<file path="src/rtl/seg_dec_pkg.sv">
// seg_dec_pkg: shared constants and types for the 7-segment scan decoder.
// Segment patterns are active-low in the order {g,f,e,d,c,b,a}.
package seg_dec_pkg;

  localparam int DIGITS = 6;

  localparam logic [6:0] SEG_0     = 7'h40;
  localparam logic [6:0] SEG_1     = 7'h79;
  localparam logic [6:0] SEG_2     = 7'h24;
  localparam logic [6:0] SEG_3     = 7'h30;
  localparam logic [6:0] SEG_4     = 7'h19;
  localparam logic [6:0] SEG_5     = 7'h12;
  localparam logic [6:0] SEG_6     = 7'h02;
  localparam logic [6:0] SEG_7     = 7'h78;
  localparam logic [6:0] SEG_8     = 7'h00;
  localparam logic [6:0] SEG_9     = 7'h10;
  localparam logic [6:0] SEG_A     = 7'h08;
  localparam logic [6:0] SEG_B     = 7'h03;
  localparam logic [6:0] SEG_C     = 7'h46;
  localparam logic [6:0] SEG_D     = 7'h21;
  localparam logic [6:0] SEG_E     = 7'h06;
  localparam logic [6:0] SEG_F     = 7'h0E;
  localparam logic [6:0] SEG_BLANK = 7'h7F;

  typedef enum logic [1:0] {
    IDLE   = 2'd0,
    SETTLE = 2'd1,
    HOLD   = 2'd2
  } seg_state_e;

  // Index of the (single) low bit of an active-low one-hot select.
  function automatic logic [2:0] sel_to_idx(input logic [5:0] sel_n);
    logic [2:0] idx;
    idx = 3'd0;
    for (int i = 0; i < DIGITS; i++) begin
      if (!sel_n[i]) idx = 3'(i);
    end
    return idx;
  endfunction

endpackage

</file>
<file path="src/rtl/seg_dec_pattern_lut.sv">
// seg_pattern_lut: combinational 7-segment pattern to digit-code lookup.
// SEG_DEC_HEX_EN: when defined, the letters A,b,C,d,E,F decode to 4'hA-4'hF;
// otherwise they are treated as unknown patterns.
module seg_pattern_lut
  import seg_dec_pkg::*;
(
  input  logic [6:0] i_pat,
  output logic [3:0] o_code,
  output logic       o_lit,
  output logic       o_unknown
);

  // Pattern decode; anything not listed is reported as unknown with code F.
  always_comb begin
    o_code    = 4'hF;
    o_lit     = 1'b1;
    o_unknown = 1'b1;
    case (i_pat)
      SEG_0:     begin o_code = 4'h0; o_unknown = 1'b0; end
      SEG_1:     begin o_code = 4'h1; o_unknown = 1'b0; end
      SEG_2:     begin o_code = 4'h2; o_unknown = 1'b0; end
      SEG_3:     begin o_code = 4'h3; o_unknown = 1'b0; end
      SEG_4:     begin o_code = 4'h4; o_unknown = 1'b0; end
      SEG_5:     begin o_code = 4'h5; o_unknown = 1'b0; end
      SEG_6:     begin o_code = 4'h6; o_unknown = 1'b0; end
      SEG_7:     begin o_code = 4'h7; o_unknown = 1'b0; end
      SEG_8:     begin o_code = 4'h8; o_unknown = 1'b0; end
      SEG_9:     begin o_code = 4'h9; o_unknown = 1'b0; end
      SEG_BLANK: begin o_code = 4'h0; o_lit = 1'b0; o_unknown = 1'b0; end
`ifdef SEG_DEC_HEX_EN
      SEG_A:     begin o_code = 4'hA; o_unknown = 1'b0; end
      SEG_B:     begin o_code = 4'hB; o_unknown = 1'b0; end
      SEG_C:     begin o_code = 4'hC; o_unknown = 1'b0; end
      SEG_D:     begin o_code = 4'hD; o_unknown = 1'b0; end
      SEG_E:     begin o_code = 4'hE; o_unknown = 1'b0; end
      SEG_F:     begin o_code = 4'hF; o_unknown = 1'b0; end
`endif
      default:   ;
    endcase
  end

endmodule

</file>
<file path="src/rtl/seg_scan_decoder.sv">
// seg_scan_decoder: rebuilds the BCD value, blank mask and decimal points from
// the scanned 6-digit 7-segment bus and publishes a frame once it has repeated
// STABLE_FRAMES times. Hex-letter decode is enabled by defining SEG_DEC_HEX_EN.
module seg_scan_decoder
  import seg_dec_pkg::*;
#(
  parameter int SETTLE_CYC    = 1000,
  parameter int STABLE_FRAMES = 2
) (
  input  logic        clk,
  input  logic        rst,
  input  logic [5:0]  seg_sel_n,
  input  logic [7:0]  seg_data,
  output logic [23:0] dout,
  output logic [5:0]  dout_mask,
  output logic [5:0]  point_n,
  output logic        dout_vld,
  output logic        pat_err
);

  localparam int CNT_W = (SETTLE_CYC > 1) ? $clog2(SETTLE_CYC) : 1;
  localparam int STB_W = $clog2(STABLE_FRAMES + 1);
  localparam logic [CNT_W-1:0] CNT_LAST = CNT_W'(SETTLE_CYC - 1);
  localparam logic [STB_W-1:0] STB_TGT  = STB_W'(STABLE_FRAMES);

  // Stable-frame counter increment that sticks at the publish threshold.
  function automatic logic [STB_W-1:0] stb_sat_inc(input logic [STB_W-1:0] v);
    return (v >= STB_TGT) ? v : v + STB_W'(1);
  endfunction

  logic [5:0]       r_sel_p0, r_sel_p1;
  logic [7:0]       r_seg_p0, r_seg_p1;
  logic [5:0]       r_cur_sel;
  logic [7:0]       r_cur_seg;
  seg_state_e       r_state, w_state_nx;
  logic [CNT_W-1:0] r_cnt;
  logic [23:0]      r_fr_code;
  logic [5:0]       r_fr_lit, r_fr_pt, r_bitmap;
  logic             r_fr_bad, r_prev_vld;
  logic [35:0]      r_prev;
  logic [STB_W-1:0] r_stb;

  logic             w_sel_idle, w_sel_valid, w_sel_ill, w_sel_chg, w_seg_chg;
  logic [2:0]       w_idx;
  logic             w_start, w_sample, w_ill_err;
  logic [3:0]       w_code;
  logic             w_lit, w_unk;
  logic [23:0]      w_fr_code;
  logic [5:0]       w_fr_lit, w_fr_pt, w_bitmap_nx;
  logic [35:0]      w_frame;
  logic             w_close, w_bad, w_same_prev, w_pub;
  logic [STB_W-1:0] w_stb_nx;

  // Stage p0 -> p1: two-flop capture of the select pins (idle after reset).
  always_ff @(posedge clk) begin
    if (rst) begin
      r_sel_p0 <= 6'h3F;
      r_sel_p1 <= 6'h3F;
    end else begin
      r_sel_p0 <= seg_sel_n;
      r_sel_p1 <= r_sel_p0;
    end
  end

  // Stage p0 -> p1: two-flop capture of the segment pins.
  always_ff @(posedge clk) begin
    r_seg_p0 <= seg_data;
    r_seg_p1 <= r_seg_p0;
  end

  assign w_sel_idle  = (r_sel_p1 == 6'h3F);
  assign w_sel_valid = $onehot(~r_sel_p1);
  assign w_sel_ill   = !w_sel_idle && !w_sel_valid;
  assign w_sel_chg   = (r_sel_p1 != r_cur_sel);
  assign w_seg_chg   = (r_seg_p1 != r_cur_seg);
  assign w_idx       = sel_to_idx(r_sel_p1);

  // Scan FSM state register.
  always_ff @(posedge clk) begin
    if (rst) r_state <= IDLE;
    else     r_state <= w_state_nx;
  end

  // Scan FSM next state: settle timing restart, digit sample and select errors.
  always_comb begin
    w_state_nx = r_state;
    w_start    = 1'b0;
    w_sample   = 1'b0;
    w_ill_err  = 1'b0;
    case (r_state)
      IDLE: begin
        if (w_sel_valid) begin
          w_state_nx = SETTLE;
          w_start    = 1'b1;
        end else if (w_sel_ill) begin
          w_ill_err = 1'b1;
        end
      end
      SETTLE: begin
        if (w_sel_idle) begin
          w_state_nx = IDLE;
        end else if (w_sel_ill) begin
          w_ill_err  = 1'b1;
          w_state_nx = IDLE;
        end else if (w_sel_chg || w_seg_chg) begin
          w_start = 1'b1;
        end else if (r_cnt == CNT_LAST) begin
          w_sample   = 1'b1;
          w_state_nx = HOLD;
        end
      end
      HOLD: begin
        if (w_sel_idle) begin
          w_state_nx = IDLE;
        end else if (w_sel_ill) begin
          w_ill_err  = 1'b1;
          w_state_nx = IDLE;
        end else if (w_sel_chg) begin
          w_state_nx = SETTLE;
          w_start    = 1'b1;
        end
      end
      default: w_state_nx = IDLE;
    endcase
  end

  // Settle counter: restarts on every select/data change, counts while settling.
  always_ff @(posedge clk) begin
    if (rst) begin
      r_cnt     <= '0;
      r_cur_sel <= 6'h3F;
    end else if (w_start) begin
      r_cnt     <= '0;
      r_cur_sel <= r_sel_p1;
    end else if (r_state == SETTLE && r_cnt != CNT_LAST) begin
      r_cnt <= r_cnt + CNT_W'(1);
    end
  end

  // Segment value the settle counter is timing against.
  always_ff @(posedge clk) begin
    if (w_start) r_cur_seg <= r_seg_p1;
  end

  seg_pattern_lut u_lut (
    .i_pat     (r_seg_p1[6:0]),
    .o_code    (w_code),
    .o_lit     (w_lit),
    .o_unknown (w_unk)
  );

  // Frame image including the digit being sampled this cycle.
  always_comb begin
    w_fr_code   = r_fr_code;
    w_fr_lit    = r_fr_lit;
    w_fr_pt     = r_fr_pt;
    w_bitmap_nx = r_bitmap;
    if (w_sample) begin
      w_fr_code[{w_idx, 2'b00} +: 4] = w_code;
      w_fr_lit[w_idx]                = w_lit;
      w_fr_pt[w_idx]                 = r_seg_p1[7];
      w_bitmap_nx[w_idx]             = 1'b1;
    end
  end

  assign w_frame     = {w_fr_code, w_fr_lit, w_fr_pt};
  assign w_close     = w_sample && (w_bitmap_nx == 6'h3F);
  assign w_bad       = r_fr_bad || (w_sample && w_unk);
  assign w_same_prev = r_prev_vld && (w_frame == r_prev);
  assign w_stb_nx    = w_bad ? '0 : (w_same_prev ? stb_sat_inc(r_stb) : STB_W'(1));
  assign w_pub       = w_close && !w_bad && (w_stb_nx >= STB_TGT) &&
                       (w_frame != {dout, dout_mask, point_n});

  // Frame bookkeeping, stability tracking and published outputs.
  always_ff @(posedge clk) begin
    if (rst) begin
      r_bitmap   <= '0;
      r_fr_bad   <= 1'b0;
      r_stb      <= '0;
      r_prev_vld <= 1'b0;
      dout       <= '0;
      dout_mask  <= '0;
      point_n    <= 6'h3F;
      dout_vld   <= 1'b0;
      pat_err    <= 1'b0;
    end else begin
      dout_vld <= w_pub;
      pat_err  <= w_ill_err || (w_sample && w_unk);
      if (w_close) begin
        r_bitmap <= '0;
        r_fr_bad <= 1'b0;
        r_stb    <= w_stb_nx;
        if (!w_bad) r_prev_vld <= 1'b1;
      end else if (w_sample) begin
        r_bitmap <= w_bitmap_nx;
        r_fr_bad <= w_bad;
      end
      if (w_pub) begin
        dout      <= w_fr_code;
        dout_mask <= w_fr_lit;
        point_n   <= w_fr_pt;
      end
    end
  end

  // Frame slot storage and the last good frame used for the repeat check.
  always_ff @(posedge clk) begin
    if (w_sample) begin
      r_fr_code <= w_fr_code;
      r_fr_lit  <= w_fr_lit;
      r_fr_pt   <= w_fr_pt;
    end
    if (w_close && !w_bad) r_prev <= w_frame;
  end

endmodule

</file>
<file path="config.mk">
export PLATFORM = sky130hd
export DESIGN_NAME = seg_scan_decoder
export DESIGN_NICKNAME = d
export VERILOG_FILES = /design/src/rtl/seg_dec_pkg.sv /design/src/rtl/seg_dec_pattern_lut.sv /design/src/rtl/seg_scan_decoder.sv
export SDC_FILE = /design/constraint.sdc
export NUM_CORES = 1
export LEC_CHECK = 0
export CORE_ASPECT_RATIO = 1.25
export CORE_MARGIN = 1
export CORE_UTILIZATION = 35
export DETAILED_ROUTE_END_ITERATION = 7
export DONT_BUFFER_PORTS = 1
export HOLD_SLACK_MARGIN = 0.05
export PLACE_DENSITY = 0.52
export SKIP_LAST_GASP = 1
export SYNTH_ARGS = -nofsm -noshare
export SYNTH_HDL_FRONTEND = slang
export SYNTH_SLANG_ARGS = --single-unit
</file>
<file path="constraint.sdc">
create_clock -name clk -period 7.35 [get_ports clk]
set_input_delay 1.47 -clock clk [delete_from_list [all_inputs] [get_ports clk]]
set_output_delay 1.47 -clock clk [all_outputs]
set_load 0.005 [all_outputs]
</file>
==> results of run 1 <==
-- worst max-delay path, cell delays in order, from the launching register on --
cell and delay, ns:
dfxtp_1 0.53, inv_1 0.16, fa_1 0.49, fa_1 0.49, ha_1 0.14, inv_1 0.05
fa_1 0.52, nand3_1 0.15, or4_1 0.78, nor4_4 0.51, nand3_2 0.35, mux2i_1 0.38
xnor2_1 0.15, nor4b_1 0.35, nand4_1 0.24, or4_4 0.70, nor3_4 0.20, buf_4 0.30
mux2i_1 0.22
-- path summary, 6_finish.rpt --
path / start / end / slack (ns) / cells after the start
max: r_sel_p1[1] / point_n[0] / 0.54 / 18
min: r_seg_p0[5] / r_seg_p1[5] / 0.33 / 0
max reg2reg: r_sel_p1[1] / point_n[0] / 0.54 / 18
min reg2reg: r_seg_p0[5] / r_seg_p1[5] / 0.33 / 0
-- stage by stage --
stage               setup slack [ns]  instance area [µm²]
floorplan                     0.9691                 9300
global placement              0.6893                 9726
detailed placement            0.5307                 9726
CTS                           0.5017                10300
global route                  0.1437                10300
finish                        0.5446                10300
-- final cells by class --
cell class,count,area (µm²)
timing repair buffer,25,187.7
clock buffer,18,439.2
fill,2669,15790
inverter,59,221.5
sequential,174,4284
multi-input combinational,673,4612
tap,340,425.4
clock inverter,14,131.4
-- Yosys cell counts (4+ instances only) --
master	count	share of area
dfxtp_1	94	0.20
edfxtp_1	80	0.26
nand2_1	71	0.029
nor2_1	69	0.028
inv_1	59	0.024
xnor2_1	59	0.056
a21oi_1	48	0.026
nand4_1	44	0.030
xor2_1	40	0.038
clkbuf_1	35	0.014
mux2i_1	27	0.029
nand3_1	21	0.011
o31ai_1	21	0.017
o21ai_0	20	0.011
nor3_1	19	0.010
nor4_1	17	0.011
a31oi_1	16	0.011
a211oi_1	14	0.011
or2_2	13	0.0087
o22ai_1	11	0.0074
and2_1	10	0.0067
ha_1	10	0.013
o211ai_1	10	0.0081
or4_1	10	0.0081
buf_2	7	0.0038
nand2b_1	7	0.0047
nor3b_1	7	0.0057
mux2_2	6	0.0073
a2111oi_0	4	0.0038
a211o_1	4	0.0038
a22o_1	4	0.0038
a22oi_1	4	0.0032
and3_1	4	0.0027
and4_1	4	0.0038
nor4bb_1	4	0.0043
-- power by group through the flow --
stage          registers, mW  clock network, mW  logic (mW)
6_report                1.06              0.887       0.189
4_1_cts                 1.06              0.902       0.189
2_1_floorplan           1.07                  0       0.154
5_1_grt                 1.07              0.943       0.209
3_3_place_gp            1.08                  0       0.187
3_5_place_dp            1.08                  0       0.188
-- registers in the layout, summed over array words and instances (netlist names), 8 cells and up --
signal     flops
dout          24
r_cnt         10
r_cur_seg      8
r_fr_code     24
r_prev        36
r_seg_p0       8
r_seg_p1       8
-- what timing repair did --
item,CTS,global route
buffers inserted,0,0
setup endpoints to repair,0,4
resized for setup,0,1
-- kinds of logic after synthesis --
kind of cell | share of synthesized area
AO/OA/AOI/OAI | 0.1392
XOR/XNOR | 0.09323
buffers and inverters | 0.04493
flip-flops | 0.4606
multiplexers | 0.04023
AND/OR/NAND/NOR | 0.2018
adder cells (fa/ha/maj) | 0.01991
-- metal layers --
metal | wire length (µm) | vias up
li1 | - | 3507
met2 | 15040 | 283
met1 | 13140 | 3631
met4 | 1407 | 0
met5 | 0 | -
met3 | 1793 | 70
==> impl_metrics.env, run 1 <==
export IMPL_intPower_mw=1.585
export IMPL_syn_inst=953
export IMPL_htreeDepth=4
export IMPL_synthArstFlopShare=0
export IMPL_endpoint_kind="flip-flop"
export IMPL_busiest_layer="met2"
export IMPL_final_cells=1303
export IMPL_antenna_left=0
export IMPL_seqPwrFrac=0.497
export IMPL_die_y_um=184.3
export IMPL_swShare=0.2583
export IMPL_drive_above_1_share=0.09761
export IMPL_start_util=0.3564
export IMPL_numCtsBuffers=17
export IMPL_cts_buffer_depth=2
export IMPL_grt_use_met2=0.3943
export IMPL_power_frac_clock=0.415
export IMPL_fin_setup_tns_ns=0
export IMPL_critical_path_max_fanout=22
export IMPL_p_sw_mw=0.5519
export IMPL_gp_congestion=0.9891
export IMPL_gr_usage_met1=0.2957
export IMPL_worstSetupPathType="flip-flop to flip-flop"
export IMPL_ys_seq_elements=174
export IMPL_grt_total_usage=0.2383
export IMPL_leakagePower_nw=3.271
export IMPL_clkSlewWorstSetupHoldPaths_ns=0.07
export IMPL_io_pins=54
export IMPL_pwr_share_comb=0.088
export IMPL_slew_viol_final=0
export IMPL_drt_first_iter_violations=608
export IMPL_max_cap_violations=0
export IMPL_port_buffers=0
export IMPL_postLayoutCoreUtil=0.3948
export IMPL_dieArea_um2=27230
export IMPL_synth_seq_area_share=0.4606
export IMPL_synthFlopType="dfxtp_1"
export IMPL_clk_latency_ns=0.44
export IMPL_most_common_layout_cells="dfxtp_1 (94), edfxtp_1 (80), nand2_1 (71)"
export IMPL_hpwl_um=23920
export IMPL_grt_max_degree=60
export IMPL_fin_worst_skew_ns=0.01109
export IMPL_firstDrtPassIters=6
export IMPL_core_um2=26100
export IMPL_postSynthAreaPerCell_um2=9.759
export IMPL_antenna_diode_count=0
export IMPL_crit_arrival_ns=7.17
export IMPL_use_met3=0.04455
export IMPL_min_path_type="flip-flop to flip-flop"
export IMPL_grt_pass1_vias=7430
export IMPL_synth_area_um2=9300
export IMPL_nets=979
export IMPL_grt_pass1_wl_um=47370
export IMPL_synth_edf_count=80
export IMPL_area_growth_pct=10.76
export IMPL_finalCritPeriodShare=0.9259
export IMPL_antenna_found_initial=0
export IMPL_synth_distinct_cells=80
export IMPL_final_hold_viol_count=0
export IMPL_vias=7491
export IMPL_critPathLaunchType="flip-flop"
export IMPL_ys_warn_count=0
export IMPL_vias_per_cell=5.749
export IMPL_synth_net_count=982
export IMPL_setup_violations=0
export IMPL_tightestPinTransition_ns=1.264
export IMPL_status="finished, final reports clean"
export IMPL_die_w_um=147.8
export IMPL_relSlewSlack=0.1468
export IMPL_worstPathRequired_ns=7.72
export IMPL_ctsRootBufferMaster="clkbuf_16"
export IMPL_cts_sinks=174
export IMPL_fp_row_count=66
export IMPL_max_freq_mhz=146.9
export IMPL_drcViolationCount=0
export IMPL_fin_hold_ws_ns=0.3262
export IMPL_total_power_mw=2.137
export IMPL_layout_commonest_cell="dfxtp_1"
export IMPL_final_min_clock_period_ns=6.805
export IMPL_cts_hold_buffers=0
export IMPL_power_density_nw_per_um2=207.4
export IMPL_placed_cells=1271
export IMPL_tritoncts="built"
export IMPL_rsz0062_at_grt="false"
export IMPL_drt_wl_total_um=31380
export IMPL_avgRoutedWirePerCell_um=24.08
export IMPL_ir_worst_vdd_v=0.0001148
export IMPL_overflow=0
(Power assumes the default switching activity.)
==> run 2: changes to the inputs <==
--- a/config.mk
+++ b/config.mk
@@ -5,13 +5,15 @@
 export SDC_FILE = /design/constraint.sdc
 export NUM_CORES = 1
 export LEC_CHECK = 0
+export CELL_PAD_IN_SITES_DETAIL_PLACEMENT = 0
+export CELL_PAD_IN_SITES_GLOBAL_PLACEMENT = 1
 export CORE_ASPECT_RATIO = 1.25
 export CORE_MARGIN = 1
 export CORE_UTILIZATION = 35
+export CTS_BUF_LIST = sky130_fd_sc_hd__clkbuf_16
 export DETAILED_ROUTE_END_ITERATION = 7
-export DONT_BUFFER_PORTS = 1
 export HOLD_SLACK_MARGIN = 0.05
-export PLACE_DENSITY = 0.52
+export PLACE_DENSITY = 0.65
 export SKIP_LAST_GASP = 1
 export SYNTH_ARGS = -nofsm -noshare
 export SYNTH_HDL_FRONTEND = slang
==> impl_metrics.env, run 2 (same netlist as run 1, synthesis figures left out) <==
export IMPL_ctsRootBufferMaster="clkbuf_16"
export IMPL_die_y_um=184.3
export IMPL_pwr_share_comb=0.095
export IMPL_max_cap_violations=0
export IMPL_stdcell_area_um2=10840
export IMPL_grt_max_degree=60
export IMPL_drive_above_1_share=0.09323
export IMPL_critPathLaunchType="flip-flop"
export IMPL_endpoint_kind="flip-flop"
export IMPL_fp_row_count=66
export IMPL_numCtsBuffers=17
export IMPL_port_buffers=53
export IMPL_fin_setup_tns_ns=0
export IMPL_top_regs="r_prev x36, dout x24, r_fr_code x24"
export IMPL_final_cells=1359
export IMPL_seqPwrFrac=0.494
export IMPL_core_um2=26100
export IMPL_rsz0062_at_grt="false"
export IMPL_largest_reg_flops=36
export IMPL_cts_buffer_depth=2
export IMPL_most_common_layout_cells="dfxtp_1 (94), edfxtp_1 (80), nand2_1 (71)"
export IMPL_p_sw_mw=0.5618
export IMPL_clkSlewWorstSetupHoldPaths_ns=0.07
export IMPL_dieArea_um2=27230
export IMPL_antenna_found_initial=0
export IMPL_grt_pass1_vias=7613
export IMPL_min_path_type="flip-flop to flip-flop"
export IMPL_gp_congestion=0.9794
export IMPL_largest_register="r_prev"
export IMPL_htreeDepth=4
export IMPL_ir_worst_vdd_v=0.0001111
export IMPL_power_frac_clock=0.411
export IMPL_cts_sinks=174
export IMPL_start_util=0.3564
export IMPL_busiest_layer="met2"
export IMPL_postLayoutCoreUtil=0.4153
export IMPL_setup_violations=0
export IMPL_max_freq_mhz=148.1
export IMPL_gr_usage_met1=0.2955
export IMPL_setup_slack_ns=0.5992
export IMPL_die_w_um=147.8
export IMPL_multiInputGateArea_um2=4607
export IMPL_grt_use_met2=0.3925
export IMPL_cts_hold_buffers=0
export IMPL_slew_viol_final=0
export IMPL_final_min_clock_period_ns=6.751
export IMPL_firstDrtPassIters=5
export IMPL_overflow=0
export IMPL_area_growth_pct=16.52
export IMPL_crit_arrival_ns=7.05
export IMPL_drt_first_iter_violations=685
export IMPL_regArea_um2=4284
export IMPL_intPower_mw=1.584
export IMPL_antenna_diode_count=0
export IMPL_avgRoutedWirePerCell_um=23.25
export IMPL_final_hold_viol_count=0
export IMPL_worstSetupPathType="flip-flop to flip-flop"
export IMPL_drcViolationCount=0
export IMPL_place_area_um2=10270
export IMPL_postCtsSetupBuffers=0
export IMPL_power_density_nw_per_um2=198.1
export IMPL_clk_latency_ns=0.45
export IMPL_fillers=2648
export IMPL_placed_cells=1327
export IMPL_cts_resized=0
export IMPL_tightestPinTransition_ns=1.052
export IMPL_vias_per_cell=5.741
export IMPL_fin_worst_skew_ns=0.01310
export IMPL_worstPathRequired_ns=7.65
export IMPL_grt_total_usage=0.2360
export IMPL_nets=1035
export IMPL_swShare=0.2618
export IMPL_relSlewSlack=0.2968
export IMPL_finalCritPeriodShare=0.9185
export IMPL_tritoncts="built"
export IMPL_grt_pass1_wl_um=47180
export IMPL_io_pins=54
export IMPL_layout_commonest_cell="dfxtp_1"
export IMPL_antenna_left=0
export IMPL_vias=7802
export IMPL_use_met3=0.03416
export IMPL_post_place_ws_ns=0.5901
export IMPL_hpwl_um=23740
export IMPL_total_power_mw=2.146
export IMPL_fin_hold_ws_ns=0.3275
export IMPL_leakagePower_nw=3.477
export IMPL_critical_path_max_fanout=27
export IMPL_status="finished, final reports clean"
export IMPL_drt_wl_total_um=31600
[run 2: cell count changes in the layout (fill, tap and decap cells not counted), sizes merged]
cell	change
clkdlybuf4s50	+52
clkinvlp	+2
inv	+1
clkinv	-3
clkbuf	+1
bufinv	-1
buf	+4
[run 2: area by class of cell]
type | instances | share of cell area
Multi-Input combinational cell | 673 | 0.4251
Clock buffer | 19 | 0.04388
Clock inverter | 13 | 0.008082
Timing Repair Buffer | 81 | 0.06789
Inverter | 59 | 0.02044
Tap cell | 340 | 0.03926
Sequential cell | 174 | 0.3953
[run 2: power groups by stage]
stage          sequential (mW)  clock, mW  combinational [mW]
2_1_floorplan             1.07          0               0.154
6_report                  1.06      0.881               0.204
3_5_place_dp              1.08          0               0.202
3_3_place_gp              1.08          0               0.202
5_1_grt                   1.06      0.935               0.224
4_1_cts                   1.06      0.897               0.203
[run 2: path summary, 6_finish.rpt]
check	cells past startpoint	slack (ns)	endpoint	startpoint
max	19	0.60	dout[18]	r_sel_p1[1]
min	0	0.33	r_seg_p1[0]	r_seg_p0[0]
max reg2reg	19	0.60	dout[18]	r_sel_p1[1]
min reg2reg	0	0.33	r_seg_p1[0]	r_seg_p0[0]
[run 2: worst max-delay path: stages (launching register included)]
cell,delay (ns)
dfxtp_1,0.54
inv_1,0.17
fa_1,0.50
fa_1,0.50
ha_1,0.14
inv_1,0.04
fa_1,0.53
nand3_1,0.16
or4_1,0.75
nor4_4,0.49
nand4_4,0.19
buf_4,0.24
mux2i_1,0.45
xnor2_1,0.12
nor4_1,0.29
nand3_1,0.21
or4_1,0.68
buf_4,0.30
a31oi_1,0.19
a211oi_1,0.08
[run 2: per-layer routing]
metal / wire length, µm / vias to the layer above
met5: 0 / -
met4: 1430 / 0
met3: 1911 / 74
met2: 15000 / 348
met1: 13250 / 3763
li1: - / 3617
==> run 3: changes to the inputs <==
--- a/config.mk
+++ b/config.mk
@@ -10,10 +10,10 @@
 export CORE_ASPECT_RATIO = 1.25
 export CORE_MARGIN = 1
 export CORE_UTILIZATION = 35
-export CTS_BUF_LIST = sky130_fd_sc_hd__clkbuf_16
 export DETAILED_ROUTE_END_ITERATION = 7
 export HOLD_SLACK_MARGIN = 0.05
 export PLACE_DENSITY = 0.65
+export SETUP_SLACK_MARGIN = 0.4
 export SKIP_LAST_GASP = 1
 export SYNTH_ARGS = -nofsm -noshare
 export SYNTH_HDL_FRONTEND = slang
==> impl_metrics.env, run 3 (same netlist as run 1, synthesis figures left out) <==
export IMPL_place_area_um2=10270
export IMPL_vias=7773
export IMPL_stdcell_area_um2=10860
export IMPL_cts_sinks=174
export IMPL_cpPeakStageDelay_ns=0.64
export IMPL_cp_top_family="simple AND/OR/NAND/NOR gates"
export IMPL_most_common_layout_cells="dfxtp_1 (94), edfxtp_1 (80), nand2_1 (71)"
export IMPL_grt_pass1_vias=7603
export IMPL_core_um2=26100
export IMPL_die_y_um=184.3
export IMPL_critPathLaunchType="flip-flop"
export IMPL_drive_above_1_share=0.09608
export IMPL_min_path_type="flip-flop to flip-flop"
export IMPL_slew_viol_final=0
export IMPL_relSlewSlack=0.2953
export IMPL_worstPathRequired_ns=7.65
export IMPL_htreeDepth=4
export IMPL_grt_total_usage=0.2359
export IMPL_cp_slowest_cell="or4_1"
export IMPL_tritoncts="built"
export IMPL_multiInputGateArea_um2=4611
export IMPL_drt_first_iter_violations=731
export IMPL_p_sw_mw=0.5610
export IMPL_grt_pass1_wl_um=47180
export IMPL_nets=1036
export IMPL_worstSetupPathType="flip-flop to flip-flop"
export IMPL_antenna_left=0
export IMPL_top_regs="r_prev x36, dout x24, r_fr_code x24"
export IMPL_port_buffers=53
export IMPL_firstDrtPassIters=5
export IMPL_leakagePower_nw=3.477
export IMPL_layout_commonest_cell="dfxtp_1"
export IMPL_ir_worst_vdd_v=0.0001111
export IMPL_clk_latency_ns=0.45
export IMPL_regArea_um2=4284
export IMPL_endpoint_kind="flip-flop"
export IMPL_overflow=0
export IMPL_finalCritPeriodShare=0.9024
export IMPL_critical_path_max_fanout=27
export IMPL_fillers=2648
export IMPL_intPower_mw=1.599
export IMPL_io_pins=54
export IMPL_dieArea_um2=27230
export IMPL_cp_cell_sequence="inv_1, fa_1, fa_1, ha_1, inv_1, fa_1, nand3_1, nor4_1, buf_4, nand2_1, nor3_1, buf_4, mux2i_1, xor2_1, o2111ai_1, or4_1, or4_1, buf_4, a31oi_1, a211oi_1"
export IMPL_ctsRootBufferMaster="clkbuf_16"
export IMPL_fin_setup_tns_ns=0
export IMPL_largest_reg_flops=36
export IMPL_pwr_share_comb=0.094
export IMPL_clkSlewWorstSetupHoldPaths_ns=0.07
export IMPL_status="finished, final reports clean"
export IMPL_cts_buffer_depth=2
export IMPL_antenna_found_initial=0
export IMPL_gp_congestion=0.9794
export IMPL_avgRoutedWirePerCell_um=23.11
export IMPL_rsz0062_at_grt="false"
export IMPL_numCtsBuffers=17
export IMPL_seqPwrFrac=0.491
export IMPL_drt_wl_total_um=31430
export IMPL_vias_per_cell=5.715
export IMPL_setup_violations=0
export IMPL_hpwl_um=23740
export IMPL_power_frac_clock=0.415
export IMPL_postLayoutCoreUtil=0.4161
export IMPL_tightestPinTransition_ns=1.054
export IMPL_crit_buf_inv=5
export IMPL_drcViolationCount=0
export IMPL_die_w_um=147.8
export IMPL_fp_row_count=66
export IMPL_cts_hold_buffers=0
export IMPL_swShare=0.2597
export IMPL_max_freq_mhz=150.8
export IMPL_start_util=0.3564
export IMPL_area_growth_pct=16.75
export IMPL_grt_max_degree=60
export IMPL_final_hold_viol_count=0
export IMPL_fin_worst_skew_ns=0.01359
export IMPL_power_density_nw_per_um2=198.9
export IMPL_final_min_clock_period_ns=6.633
export IMPL_antenna_diode_count=0
export IMPL_largest_register="r_prev"
export IMPL_crit_arrival_ns=6.93
export IMPL_max_cap_violations=0
==> run 3: cell count changes in the layout (fill, tap and decap cells not counted), sizes merged <==
cell    previous run  this run
buf               29        30
inv               66        63
clkbuf            19        23
clkinv             3         2
==> run 3: final timing paths <==
kind                from     endpoint  slack, ns  depth (start not counted)
max          r_sel_p1[1]     dout[18]       0.72                         20
min          r_seg_p0[4]  r_seg_p1[4]       0.33                          0
max reg2reg  r_sel_p1[1]     dout[18]       0.72                         20
min reg2reg  r_seg_p0[4]  r_seg_p1[4]       0.33                          0
==> run 3: layout make-up <==
type / count / area share
multi-input combinational: 673 / 0.4246
sequential: 174 / 0.3946
timing repair buffer: 82 / 0.06845
clock buffer: 23 / 0.04609
tap: 340 / 0.03918
inverter: 59 / 0.02040
clock inverter: 9 / 0.006684
==> run 3: what timing repair did <==
action                                  CTS  global route
gates resized for setup                   0             1
endpoints found under the setup margin    0            36
setup buffers                             0             1
==> run 3: stage by stage <==
step | total power [mW] | setup slack (ns) | hold slack [ns] | std cells
floorplan | 1.224 | 0.9691 | 0.3096 | 953
global placement | 1.285 | 0.7451 | 0.3122 | 1327
detailed placement | 1.286 | 0.5901 | 0.3139 | 1327
CTS | 2.176 | 0.5357 | 0.3300 | 1359
global route | 2.238 | 0.4195 | 0.3363 | 1360
finish | 2.160 | 0.7171 | 0.3276 | 1360
==> run 3: power groups by stage <==
stage	clock network, mW	registers (mW)	logic [mW]
floorplan	0	1.07	0.154
global placement	0	1.08	0.202
detailed placement	0	1.08	0.202
CTS	0.912	1.06	0.203
global route	0.949	1.07	0.224
finish	0.896	1.06	0.203
==> run 3: worst register-to-register path, stage by stage, from the launching register on <==
cell and delay (ns):
dfxtp_1 0.54, inv_1 0.17, fa_1 0.50, fa_1 0.50, ha_1 0.14, inv_1 0.04, fa_1 0.53, nand3_1 0.17
nor4_1 0.26, buf_4 0.19, nand2_1 0.15, nor3_1 0.45, buf_4 0.24, mux2i_1 0.36, xor2_1 0.26, o2111ai_1 0.16
or4_1 0.61, or4_1 0.64, buf_4 0.30, a31oi_1 0.20, a211oi_1 0.08
==> run 3: layer usage <==
layer,vias to the layer above,track usage,share of wire
met5,-,0,0
met4,0,0.1249,0.045
met3,74,0.03416,0.057
met2,356,0.3921,0.48
met1,3716,0.2957,0.42
li1,3627,-,-
